## src/rtl/sdu_pkg.sv

```systemverilog
// Shared UART constants, transmitter state encoding and a width helper for the SDU link.
package sdu_pkg;

  localparam int   DATA_BITS = 8;
  localparam logic START_LVL = 1'b0;
  localparam logic STOP_LVL  = 1'b1;
  localparam logic IDLE_LVL  = 1'b1;

  typedef enum logic [2:0] {
    IDLE   = 3'd0,
    START  = 3'd1,
    DATA   = 3'd2,
    PARITY = 3'd3,
    STOP   = 3'd4
  } tx_state_t;

  // Ceiling log2; clog2(1) is 0.
  function automatic int clog2(input int value);
    int result;
    result = 0;
    for (int i = 0; i < 31; i++) begin
      if ((1 << i) < value) result = i + 1;
    end
    return result;
  endfunction

endpackage

```

## src/rtl/sdu_tx_fifo.sv

```systemverilog
// Byte FIFO between the SDU print path and the bit engine: synchronous write, registered read.
module sdu_tx_fifo
  import sdu_pkg::*;
#(
  parameter int DEPTH = 16
) (
  input  logic                    clk,
  input  logic                    rst,
  input  logic                    wr_en,
  input  logic [7:0]              wr_data,
  input  logic                    rd_en,
  output logic [7:0]              rd_data,
  output logic [clog2(DEPTH):0]   count,
  output logic                    full,
  output logic                    empty
);

  localparam int AW = clog2(DEPTH);
  localparam logic [AW:0] FULL_CNT = (AW + 1)'(DEPTH);

  logic [7:0]    r_mem [DEPTH];
  logic [7:0]    r_rd_data;
  logic [AW-1:0] r_wr_ptr;
  logic [AW-1:0] r_rd_ptr;
  logic [AW:0]   r_count;
  logic          w_wr;
  logic          w_rd;

  assign w_wr = wr_en && !full;
  assign w_rd = rd_en && !empty;

  // Storage kept free of reset so it maps onto RAM primitives.
  always_ff @(posedge clk) begin
    if (w_wr) r_mem[r_wr_ptr] <= wr_data;
    if (w_rd) r_rd_data <= r_mem[r_rd_ptr];
  end

  always_ff @(posedge clk or posedge rst) begin
    if (rst) begin
      r_wr_ptr <= '0;
      r_rd_ptr <= '0;
      r_count  <= '0;
    end else begin
      if (w_wr) r_wr_ptr <= r_wr_ptr + AW'(1);
      if (w_rd) r_rd_ptr <= r_rd_ptr + AW'(1);
      case ({w_wr, w_rd})
        2'b10:   r_count <= r_count + (AW + 1)'(1);
        2'b01:   r_count <= r_count - (AW + 1)'(1);
        default: r_count <= r_count;
      endcase
    end
  end

  assign rd_data = r_rd_data;
  assign count   = r_count;
  assign full    = (r_count == FULL_CNT);
  assign empty   = (r_count == '0);

endmodule

```

## src/rtl/sdu_print_tx.sv

```systemverilog
// SDU UART transmitter: FIFO-buffered 8N1 framer with registered txd.
// Define SDU_TX_PARITY_EN to insert an even-parity bit between data and stop.
module sdu_print_tx
  import sdu_pkg::*;
#(
  parameter int CLK_FREQ   = 100000000,
  parameter int BAUD       = 115200,
  parameter int FIFO_DEPTH = 16
) (
  input  logic                          clk,
  input  logic                          rst,
  input  logic [7:0]                    din,
  input  logic                          din_vld,
  output logic                          din_rdy,
  output logic                          txd,
  output logic                          busy,
  output logic [$clog2(FIFO_DEPTH):0]   fifo_cnt
);

  localparam int DIV = CLK_FREQ / BAUD;
  localparam int TW  = (clog2(DIV) < 1) ? 1 : clog2(DIV);
  localparam int CW  = clog2(FIFO_DEPTH);
  localparam logic [TW-1:0] TICK_LAST = TW'(DIV - 1);
  localparam logic [2:0]    IDX_LAST  = 3'(DATA_BITS - 1);

  if (DIV < 2) begin : g_div_check
    $error("sdu_print_tx: CLK_FREQ/BAUD must be at least 2");
  end
  if (FIFO_DEPTH < 2 || (FIFO_DEPTH & (FIFO_DEPTH - 1)) != 0) begin : g_depth_check
    $error("sdu_print_tx: FIFO_DEPTH must be a power of 2 and at least 2");
  end

  tx_state_t     r_state, w_state_next;
  logic [TW-1:0] r_timer, w_timer_next;
  logic [2:0]    r_idx, w_idx_next;
  logic [7:0]    r_shift, w_shift_next;
  logic          r_txd, w_txd_next;
  logic          r_rdy_en;
  logic          w_tick;
  logic          w_pop;
  logic          w_push;
  logic [7:0]    w_fifo_rdata;
  logic [CW:0]   w_fifo_cnt;
  logic          w_fifo_full;
  logic          w_fifo_empty;

  sdu_tx_fifo #(
    .DEPTH (FIFO_DEPTH)
  ) u_fifo (
    .clk     (clk),
    .rst     (rst),
    .wr_en   (w_push),
    .wr_data (din),
    .rd_en   (w_pop),
    .rd_data (w_fifo_rdata),
    .count   (w_fifo_cnt),
    .full    (w_fifo_full),
    .empty   (w_fifo_empty)
  );

  // r_rdy_en holds din_rdy low until the first edge after reset release.
  assign din_rdy  = r_rdy_en && !w_fifo_full;
  assign w_push   = din_vld && din_rdy;
  assign w_tick   = (r_timer == TICK_LAST);
  assign txd      = r_txd;
  assign busy     = (r_state != IDLE) || !w_fifo_empty;
  assign fifo_cnt = w_fifo_cnt;

  always_comb begin
    w_state_next = r_state;
    w_timer_next = w_tick ? '0 : r_timer + TW'(1);
    w_idx_next   = r_idx;
    w_shift_next = r_shift;
    w_txd_next   = r_txd;
    w_pop        = 1'b0;
    case (r_state)
      IDLE: begin
        w_timer_next = '0;
        w_txd_next   = IDLE_LVL;
        if (!w_fifo_empty) begin
          w_pop        = 1'b1;
          w_state_next = START;
          w_txd_next   = START_LVL;
        end
      end
      START: begin
        // The popped byte is valid in the read register for the whole start bit.
        if (w_tick) begin
          w_state_next = DATA;
          w_idx_next   = '0;
          w_shift_next = w_fifo_rdata;
          w_txd_next   = w_fifo_rdata[0];
        end
      end
      DATA: begin
        if (w_tick) begin
          if (r_idx == IDX_LAST) begin
`ifdef SDU_TX_PARITY_EN
            w_state_next = PARITY;
            w_txd_next   = ^r_shift;
`else
            w_state_next = STOP;
            w_txd_next   = STOP_LVL;
`endif
          end else begin
            w_idx_next = r_idx + 3'd1;
            w_txd_next = r_shift[w_idx_next];
          end
        end
      end
      PARITY: begin
`ifdef SDU_TX_PARITY_EN
        if (w_tick) begin
          w_state_next = STOP;
          w_txd_next   = STOP_LVL;
        end
`else
        w_state_next = IDLE;
        w_txd_next   = IDLE_LVL;
`endif
      end
      STOP: begin
        if (w_tick) begin
          if (!w_fifo_empty) begin
            w_pop        = 1'b1;
            w_state_next = START;
            w_txd_next   = START_LVL;
          end else begin
            w_state_next = IDLE;
            w_txd_next   = IDLE_LVL;
          end
        end
      end
      default: begin
        w_state_next = IDLE;
        w_txd_next   = IDLE_LVL;
      end
    endcase
  end

  always_ff @(posedge clk or posedge rst) begin
    if (rst) begin
      r_state  <= IDLE;
      r_timer  <= '0;
      r_idx    <= '0;
      r_shift  <= '0;
      r_txd    <= IDLE_LVL;
      r_rdy_en <= 1'b0;
    end else begin
      r_state  <= w_state_next;
      r_timer  <= w_timer_next;
      r_idx    <= w_idx_next;
      r_shift  <= w_shift_next;
      r_txd    <= w_txd_next;
      r_rdy_en <= 1'b1;
    end
  end

endmodule

```

## config.mk

```make
export PLATFORM = sky130hd
export DESIGN_NAME = sdu_print_tx
export DESIGN_NICKNAME = d
export VERILOG_FILES = /design/src/rtl/sdu_pkg.sv /design/src/rtl/sdu_tx_fifo.sv /design/src/rtl/sdu_print_tx.sv
export SDC_FILE = /design/constraint.sdc
export NUM_CORES = 1
export LEC_CHECK = 0
export ABC_AREA = 1
export CAP_MARGIN = 5
export CORE_ASPECT_RATIO = 2
export CORE_MARGIN = 8
export CORE_UTILIZATION = 46
export DETAILED_ROUTE_END_ITERATION = 10
export PLACE_DENSITY_LB_ADDON = 0.12
export SYNTH_ARGS = -nofsm -noshare
export SYNTH_HDL_FRONTEND = slang
export SYNTH_SLANG_ARGS = --single-unit
```

## constraint.sdc

```tcl
create_clock -name clk -period 6.26 [get_ports clk]
set_input_delay 1.252 -clock clk [delete_from_list [all_inputs] [get_ports clk]]
set_output_delay 1.252 -clock clk [all_outputs]
set_load 0.005 [all_outputs]
```

== After elaboration in Yosys (flattened, before gate mapping) ==
Memories as Yosys holds them, arrays and structs flattened. A register that Yosys moved wholly into a read port is not among the register bits.
Cells that the tools add are included.
Storage, ports and cells
  logic and storage cells: 74
  output and inout bits: 8
  bits in writable memories: 128
  register bits after elaboration: 39
  memories kept: 1
Cells by class
  magnitude comparators: 1
  equality and inequality tests: 14
  add/sub/neg operators: 6
  reduce and logical (&&, ||, !) cells: 16
  multiplexer cells: 27
Memories
  u_fifo.r_mem: depth 16, width 8, read ports 1, clocked after memory_dff 1, write ports 1, line sdu_tx_fifo.sv:21  | logic [7:0] r_mem [DEPTH];
Operators with widths (count)
  $mux 3: 8
  $mux 10: 2
  $ne 2x2->1 const B: 6
  $pmux 3 s4: 1
  $mux 1: 11
  $add 10x1->10 const B: 1
  $eq 10x10->1 const B: 1
  $pmux 5 s2: 1
  $add 4x1->4 const B: 2
  $eq 3x3->1 const B: 2
  $pmux 3 s2: 1
  $add 5x1->5 const B: 1
  $eq 5x5->1 const B: 1
  $logic_not 5->1: 1
  $reduce_and 5->1: 1
  $sub 5x1->5 const B: 1
  $logic_and 1x1->1: 4
  $lt 3x4->1 const B: 1
  $pmux 1 s4: 1
  $reduce_and 4->1: 1
  $reduce_bool 2->1: 2
  $add 3x1->3 const B: 1
  $bmux 1 s3: 1
  $eq 3x1->1 const B: 1
  other kinds (10): 11

== Depth between registers and ports, before layout ==
Gate-level depths: netlist of the first run.
  depth after elaboration: 7
  depth in mapped cells: 15
  gate-level depth less buffers: 15

== Cells and area by module ==
A second synthesis of the first run with hierarchy kept.
Unflattened totals
  cell total of the unflattened synthesis: 815
  area, all modules: 7957.6 um2
Modules (own cells, without submodules)
  sdu_tx_fifo: cells each 632, area each 6481.2 um2, times used 1, sequential area each 4409.2 um2
  sdu_print_tx: cells each 183, area each 1476.4 um2, times used 1, sequential area each 651.9 um2

== Worst setup path after synthesis of the first run ==
No wires, ideal clock.
  kind: input-to-reg
  start: in din_vld
  end: reg u_fifo.r_count[4], in the netlist u_fifo.count[4]
  arrival time: 2565 ps
  required time: 6133 ps
  path buffers: 1
  setup slack: 3567 ps
  setup time: 127 ps
  cell stages on the path: 9
  cells stage by stage: nand2_4 > buf_6 > ha_1 > fa_1 > a21oi_1 > o21bai_1 > xor2_1 > nand2_1 > o21ai_0
Between the ends
  cells in the longest elaborated chain, start to end: 4
  elaborated cells between the ends (all ways): 6
  classes of those cells: 2 x eq/ne; 1 x mux; 3 x reduce/logical
RTL lines
  start: declaration: line sdu_print_tx.sv:13  | input logic din_vld,
  $logic_and 1x1->1 (*): line sdu_print_tx.sv:63  | assign w_push = din_vld && din_rdy;
  $logic_and 1x1->1 (*): line sdu_tx_fifo.sv:29  | assign w_wr = wr_en && !full;
  $eq 2x1->1 or $eq 2x2->1 (tied branches): line sdu_tx_fifo.sv:46  | case ({w_wr, w_rd})
  $pmux 5 s2 or $reduce_bool 2->1 (tied branches)
  end signal: assignment: line sdu_tx_fifo.sv:47  | 2'b10: r_count <= r_count + (AW + 1)'(1);
  end signal: assignment: line sdu_tx_fifo.sv:48  | 2'b01: r_count <= r_count - (AW + 1)'(1);
  end signal: assignment: line sdu_tx_fifo.sv:49  | default: r_count <= r_count;
  end: declaration: line sdu_tx_fifo.sv:25  | logic [AW:0] r_count;
Mark *: on every way between the ends. The rest lies on a longest branch, timed or not.
A chain may end at the register's enable or synchronous reset.

== Worst setup path after layout of the first run ==
  start: reg u_fifo.r_count[0], in the netlist u_fifo.count[0]
  end: out din_rdy
Between the ends
  cells in the longest elaborated chain, start to end: 3
RTL lines
  $eq 5x5->1: line sdu_tx_fifo.sv:56  | assign full = (r_count == FULL_CNT);
  $logic_not 1->1: line sdu_print_tx.sv:62  | assign din_rdy = r_rdy_en && !w_fifo_full;
  $logic_and 1x1->1: line sdu_print_tx.sv:62
  end: declaration: line sdu_print_tx.sv:14  | output logic din_rdy,
No other way between the ends.

==> summary.md, run 1 <==
| Metric | Value |
|---|---|
| Static Leakage | 0.00319 µW |
| Clock transition at path regs | 70 ps |
| Synth top area cells | edfxtp_1, dfrtp_1, nand2_1 |
| Final hold vios | 0 |
| Critical path's slowest cell | clkdlybuf4s50_1 |
| Worst-path cell chain | nor2_1, nand2_1, o21ai_1, inv_2, clkdlybuf4s50_1 |
| Status | completed |
| Post-Syn Area | 7460 µm² |
| Syn-to-layout area delta | 12.2% |
| Cells after Synth | 663 |
| FP Rows | 66 |
| Total gr overflow | 0 |
| Count of final setup violators | 0 |
| H-tree Lvls | 4 |
| Synth cell types | 38 |
| Starting DRC count in detailed routing | 336 |
| Total Wirelength | 17600 µm |
| Finished Cell Area | 8370 µm² |
| GRT Overall Usage | 17.6% |
| Via count | 4916 |
| Root buf cell | clkbuf_16 |
| DR DRC count | 0 |
| Worst setup margin | 3030 ps |
| Minimum clock period | 3230 ps |
| Diode count | 0 |
| Finished Layout Cells | 898 |
| Max IR drop VDD | 0.295 mV |
| Cell taking the most area after synthesis | edfxtp_1 |
| Area occupied by multi-input gates | 2070 µm² |
| GPL Wtd Cong | 0.824 |
| Max-capacitance violation count | 0 |
| Hpwl dp | 11200 µm |
| CORE AREA | 16100 µm² |
| Yosys reg bits | 175 |
| Post-CTS sizing | 0 |
| DR top layer | met4 |
| Bufs and invs on worst path | 2 |
| CP required | 5010 ps |
| Post-Route Skew | 10.3 ps |
| Pwr dens | 319 nW/µm² |
| Worst Hold Class | reg -> reg |
| Setup TNS Final | 0 ps |
| Clock sinks | 175 |
| WL met2 | 8640 µm |
| Final Max Tran Viols | 0 |
| Vias/cell | 5.47 |
| Final period utilization | 51.7% |
| CP startpoint kind | flop |
| Antenna-violating nets left | 0 |
| Fmax | 309 MHz |
| Syn_nets | 687 |
| Top cell type's share of synthesized area | 54.7% |
| DR pass1 iterations | 5 |
| Worst Tran Pin Value | 1090 ps |
| CTS tree | done |
| Clock Path Buffers | 2 |
| Slew margin rel. | 26.6% |
| Starting Density | 46.3% |
| Crit-path max cell delay | 460 ps |
| DP Worst Slack | 2850 ps |
| RSZ-0062 raised after global routing | false |
| Die extent in x | 106 µm |
| Critical Path AT | 1980 ps |
| CP top delay family | buffers and inverters |
| Seq/Total Area, Yosys | 67.8% |
| CP endpoint kind | primary output |
| Largest net degree at the start of global routing | 73 |
| Register Area | 5060 µm² |
| Port Buffer Count | 18 |
| Hold Buf Count CTS | 0 |
| Crit path kind | reg -> out |
| Pwr Total | 2670 µW |
| Vias in the first global route | 4848 |
| Layout cells sized above 1 | 8.21% |
| Cell Area, Placed | 7780 µm² |
| Syn_area_per_cell | 11.3 µm² |
| CTS buffer count | 17 |
| Die Ht | 196 µm |
| Met3 wire len | 852 µm |
| Synth Warn # | 0 |
| # fillers | 1431 |
| DRT met1 WL | 7690 µm |
| Post-CTS Setup Bufs | 0 |
| Die area | 20800 µm² |
| WL/cell | 19.6 µm |
| CP max FO | 5 |
| Antenna violations before repair | 0 |
| Placed cells | 865 |
| Nets | 705 |
| Top Ports | 19 |
| First-pass GRT wire length | 27600 µm |
| Clk Latency, worst-skew pair | 430 ps |
cells by family (layout without fill, tap and decap cells):
group,Yosys count,after routing,synth area share (%)
AO/OA/AOI/OAI,106,106,7.70
buffers and inverters,73,104,4.44
XOR/XNOR,9,9,1.06
AND/OR/NAND/NOR,286,286,16.6
other,1,1,0.0503
adder cells (fa/ha/maj),13,13,2.28
flip-flops,175,175,67.8
area by class of cell:
cell class,instances,area share [%]
Sequential cell,175,60.5
Timing Repair Buffer,21,2.39
Multi-Input combinational cell,415,24.7
Tap cell,204,3.05
Clock buffer,18,5.13
Inverter,51,2.35
Clock inverter,14,1.87
synth_stat cells:
cell type	number
dfstp_2	1
xor2_1	8
o211ai_1	8
a21oi_1	30
clkinv_1	2
nand4_1	8
conb_1	1
buf_6	4
nor3_1	17
xnor2_1	1
nor3b_1	2
buf_2	15
inv_2	7
o21ai_2	1
a31oi_1	4
fa_1	1
a21o_1	1
o21ai_0	44
dfrtp_1	38
nand3b_4	1
o21bai_1	1
o22ai_1	8
inv_4	2
buf_4	1
o21ai_1	9
or2_1	1
nand3_1	48
inv_1	40
nor3_2	1
nor2_2	1
nand2_2	5
nand2_4	1
nand3_2	2
ha_1	12
nand2_1	148
clkbuf_1	2
nor2_1	51
edfxtp_1	136
routing by layer:
metal / vias up / GRT usage, %
li1: 2343 / -
met1: 2391 / 23.0
met2: 155 / 27.4
met3: 27 / 3.75
met4: 0 / 7.61
met5: - / 0
registers in the layout, indices dropped and copies added, names as in the netlist:
| register | count |
|---|---|
| u_fifo.r_rd_ptr | 4 |
| txd | 1 |
| u_fifo.r_mem | 128 |
| r_timer | 10 |
| r_shift | 8 |
| r_idx | 3 |
| u_fifo.rd_data | 8 |
| r_rdy_en | 1 |
| u_fifo.count | 5 |
| r_state | 3 |
| u_fifo.r_wr_ptr | 4 |
worst register-to-register path, stage by stage, from the launching register on:
cell,delay [ps]
dfrtp_2,340
buf_4,550
inv_2,640
o21ai_0,410
o22ai_1,140
o21ai_0,300
nand2_1,150
placed cells by master (no fill, tap or decap), types with 9 or more instances in the layout:
cell             count
a21oi_1             30
clkbuf_16           17
clkdlybuf4s50_1     18
dfrtp_1             37
edfxtp_1           136
ha_1                12
inv_1               39
nand2_1            148
nand3_1             48
nor2_1              51
nor3_1              17
o21ai_0             44
o21ai_1              9
per-stage QoR:
| stage | hold slack [ps] | utilization, % |
|---|---|---|
| CTS | 480 | 51.9 |
| detailed placement | 469 | 48.3 |
| global placement | 463 | 48.3 |
| floorplan | 442 | - |
| global route | 513 | 52.0 |
| finish | 479 | 52.0 |
power breakdown:
part | internal [µW] | switching, µW
clock | 594 | 450
sequential | 1320 | 45.8
combinational | 85.9 | 171
path summary, 6_finish.rpt:
check                      cells past startpoint  slack [ps]                  to          startpoint
min in group asynchronous                      3        1270          r_timer[5]                 rst
hold reg to reg                                2         480          r_shift[7]   u_fifo.rd_data[7]
setup / recovery                               5        3030             din_rdy     u_fifo.count[0]
max in group asynchronous                      3        4600  u_fifo.r_rd_ptr[0]                 rst
hold / removal                                 2         480          r_shift[7]   u_fifo.rd_data[7]
setup reg to reg                               6        3460   u_fifo.rd_data[0]  u_fifo.r_rd_ptr[0]
Note: power is estimated with default switching activity, not from simulation.
==> inputs of run 2 (changes only) <==
==> constraint.sdc (replaced) <==
create_clock -name clk -period 2.8 [get_ports clk]
set_input_delay 0.56 -clock clk [delete_from_list [all_inputs] [get_ports clk]]
set_output_delay 0.56 -clock clk [all_outputs]
set_load 0.005 [all_outputs]
==> run 2 against run 1 <==
  * Routed wire length shrank 5.4%
  * Worst hold slack lost 160 ps
  * Setup slack lost 2800 ps
  * Final area grew 2.0%
  * Power grew 120%
  * Final cell count grew 2.4%
  * Critical path type is now reg -> reg
  * Largest cell class unchanged
  * Global-route usage shrank 0.87 points
  * Non-clock buffer count grew 22
==> summary.md, run 2 (synthesis results as in run 1) <==
| Metric | Value |
|---|---|
| Minimum clock period | 2560 ps |
| Slew margin rel. | 46.3% (+20 points) |
| Commonest non-fill, non-tap cell in the layout | nand2_1 |
| Count of final setup violators | 0 (unchanged) |
| Nets | 727 (+3.1%) |
| Via count | 4769 (-3.0%) |
| Crit-path max cell delay | 420 ps (-40 ps) |
| Most frequent cells in the layout | nand2_1, edfxtp_1, nor2_1 |
| Hold Buf Count CTS | 0 (unchanged) |
| Diode count | 0 (unchanged) |
| Final Max Tran Viols | 0 (unchanged) |
| Syn-to-layout area delta | 14.4% |
| Clock sinks | 175 (unchanged) |
| Clock transition at path regs | 70 ps (about the same) |
| Largest regs | u_fifo.r_mem x128, r_timer x10 |
| Worst setup margin | 244 ps (-2780 ps) |
| DR DRC count | 0 (unchanged) |
| Status | completed |
| Root buf cell | clkbuf_16 |
| CTS tree | done |
| CP max FO | 15 (+10) |
| Worst Tran Pin Value | 802 ps (-291 ps) |
| # fillers | 1434 (+0.21%) |
| Fmax | 391 MHz |
| RSZ-0062 raised after global routing | false |
| Die extent in x | 106 µm (unchanged) |
| GPL Wtd Cong | 0.853 (+3.5%) |
| Worst-path cell chain | ha_1, nand3_1, nand3b_4, nand2_2, nand2_2, inv_4, ha_1, fa_1, a21oi_1, o21bai_1, xor2_1, nand2_1, o21ai_0 |
| GR Util met1 | 21.0% (-2.1 points) |
| Post-Route Skew | 6.61 ps (-3.69 ps) |
| Worst Hold Class | in -> async |
| DP Worst Slack | 286 ps (-2560 ps) |
| Critical Path AT | 2850 ps (+870 ps) |
| Post-CTS sizing | 0 (unchanged) |
| Crit path kind | reg -> reg |
| Clk Latency, worst-skew pair | 420 ps (about the same) |
| GRT Overall Usage | 16.7% (-0.87 points) |
| Max IR drop VDD | 0.493 mV (+67%) |
| Total Wirelength | 16600 µm (-5.4%) |
| Layout cells sized above 1 | 11.2% (+3.0 points) |
| Top Ports | 19 (unchanged) |
| Max-capacitance violation count | 0 (unchanged) |
| Die area | 20800 µm² (unchanged) |
| Vias in the first global route | 4722 (-2.6%) |
| Antenna violations before repair | 0 (unchanged) |
| Pwr dens | 682 nW/µm² (+110%) |
| Total gr overflow | 0 (unchanged) |
| Starting Density | 46.3% (unchanged) |
| Largest Register | u_fifo.r_mem |
| Starting DRC count in detailed routing | 234 (-30%) |
| Grt met2 use | 28.0% (+0.61 points) |
| Hpwl dp | 10900 µm (-2.5%) |
| Critical path's slowest cell | dfrtp_1 |
| Max reg flops | 128 (unchanged) |
| Largest net degree at the start of global routing | 72 (-1.4%) |
| DR pass1 iterations | 5 (unchanged) |
| First-pass GRT wire length | 26300 µm (-4.6%) |
| FP Rows | 66 (unchanged) |
| CP endpoint kind | flop |
| CORE AREA | 16100 µm² (unchanged) |
| Met3 GRT Util | 2.63% (-1.1 points) |
| Clock Path Buffers | 2 (unchanged) |
| Antenna-violating nets left | 0 (unchanged) |
| Final hold vios | 0 (unchanged) |
| Busiest layer in global routing | met2 |
| H-tree Lvls | 4 (unchanged) |
| Post-CTS Setup Bufs | 0 (unchanged) |
| CTS buffer count | 17 (unchanged) |
| Vias/cell | 5.18 (-5.3%) |
| Final period utilization | 91.3% |
| Static Leakage | 0.00331 µW (+3.6%) |
| Die Ht | 196 µm (unchanged) |
| Setup TNS Final | 0 ps (unchanged) |
| WL/cell | 18.1 µm (-7.7%) |
| Port Buffer Count | 18 (unchanged) |
| CP required | 3100 ps (-1910 ps) |
| CP startpoint kind | flop |
run 2: cell count changes in the layout (fill, tap and decap cells not counted), sizes merged:
cell,before,now
buf,3,25
clkinvlp,3,2
clkbuf,18,17
inv,52,54
clkinv,8,10
bufinv,2,0
run 2: layer usage:
| layer | vias up | wire, µm |
|---|---|---|
| met3 | 18 | 501 |
| met4 | 0 | 295 |
| met5 | - | 0 |
| met1 | 2272 | 7310 |
| li1 | 2387 | - |
| met2 | 92 | 8520 |
run 2: critical path, delay by kind of cell (launching register included):
kind	cells	cell delay, ps
XOR/XNOR	1	150
adder cells (fa/ha/maj)	3	960
AND/OR/NAND/NOR	5	470
flip-flops	1	420
buffers and inverters	1	100
AO/OA/AOI/OAI	3	340
run 2: layout make-up:
| class | instances | area, µm² | area share, % |
|---|---|---|---|
| sequential | 175 | 5060 | 59.3 |
| multi-input combinational | 415 | 2070 | 24.3 |
| clock buffer | 17 | 425 | 4.99 |
| timing repair buffer | 43 | 393 | 4.60 |
| tap | 204 | 255 | 2.99 |
| inverter | 51 | 196 | 2.30 |
| clock inverter | 15 | 131 | 1.54 |
run 2: metrics by stage:
stage          hold slack, ps  cell area, µm²  std cells  util (%)  power [µW]
6_report                  320            8530        920      53.0        5820
5_1_grt                   327            8530        920      53.0        6040
4_1_cts                   311            8530        920      53.0        5870
3_5_place_dp              463            7980        888      49.5        3670
3_3_place_gp              464            7980        888      49.5        3660
2_1_floorplan             442            7460        663         -        3400
run 2: report_power, final:
group          internal (µW)  switching [µW]
logic                    212             349
clock network           1160            1040
registers               2960            91.8
total                   4330            1480
run 2: path summary, 6_finish.rpt:
check,from,end,slack [ps],depth (start not counted)
max,r_timer[0],u_fifo.count[4],240,13
min,rst,r_idx[2],320,2
max reg2reg,r_timer[0],u_fifo.count[4],240,13
min reg2reg,r_shift[6],r_shift[6],480,2
max in group asynchronous,rst,u_fifo.r_rd_ptr[0],1930,3
min in group clk,r_shift[6],r_shift[6],480,2
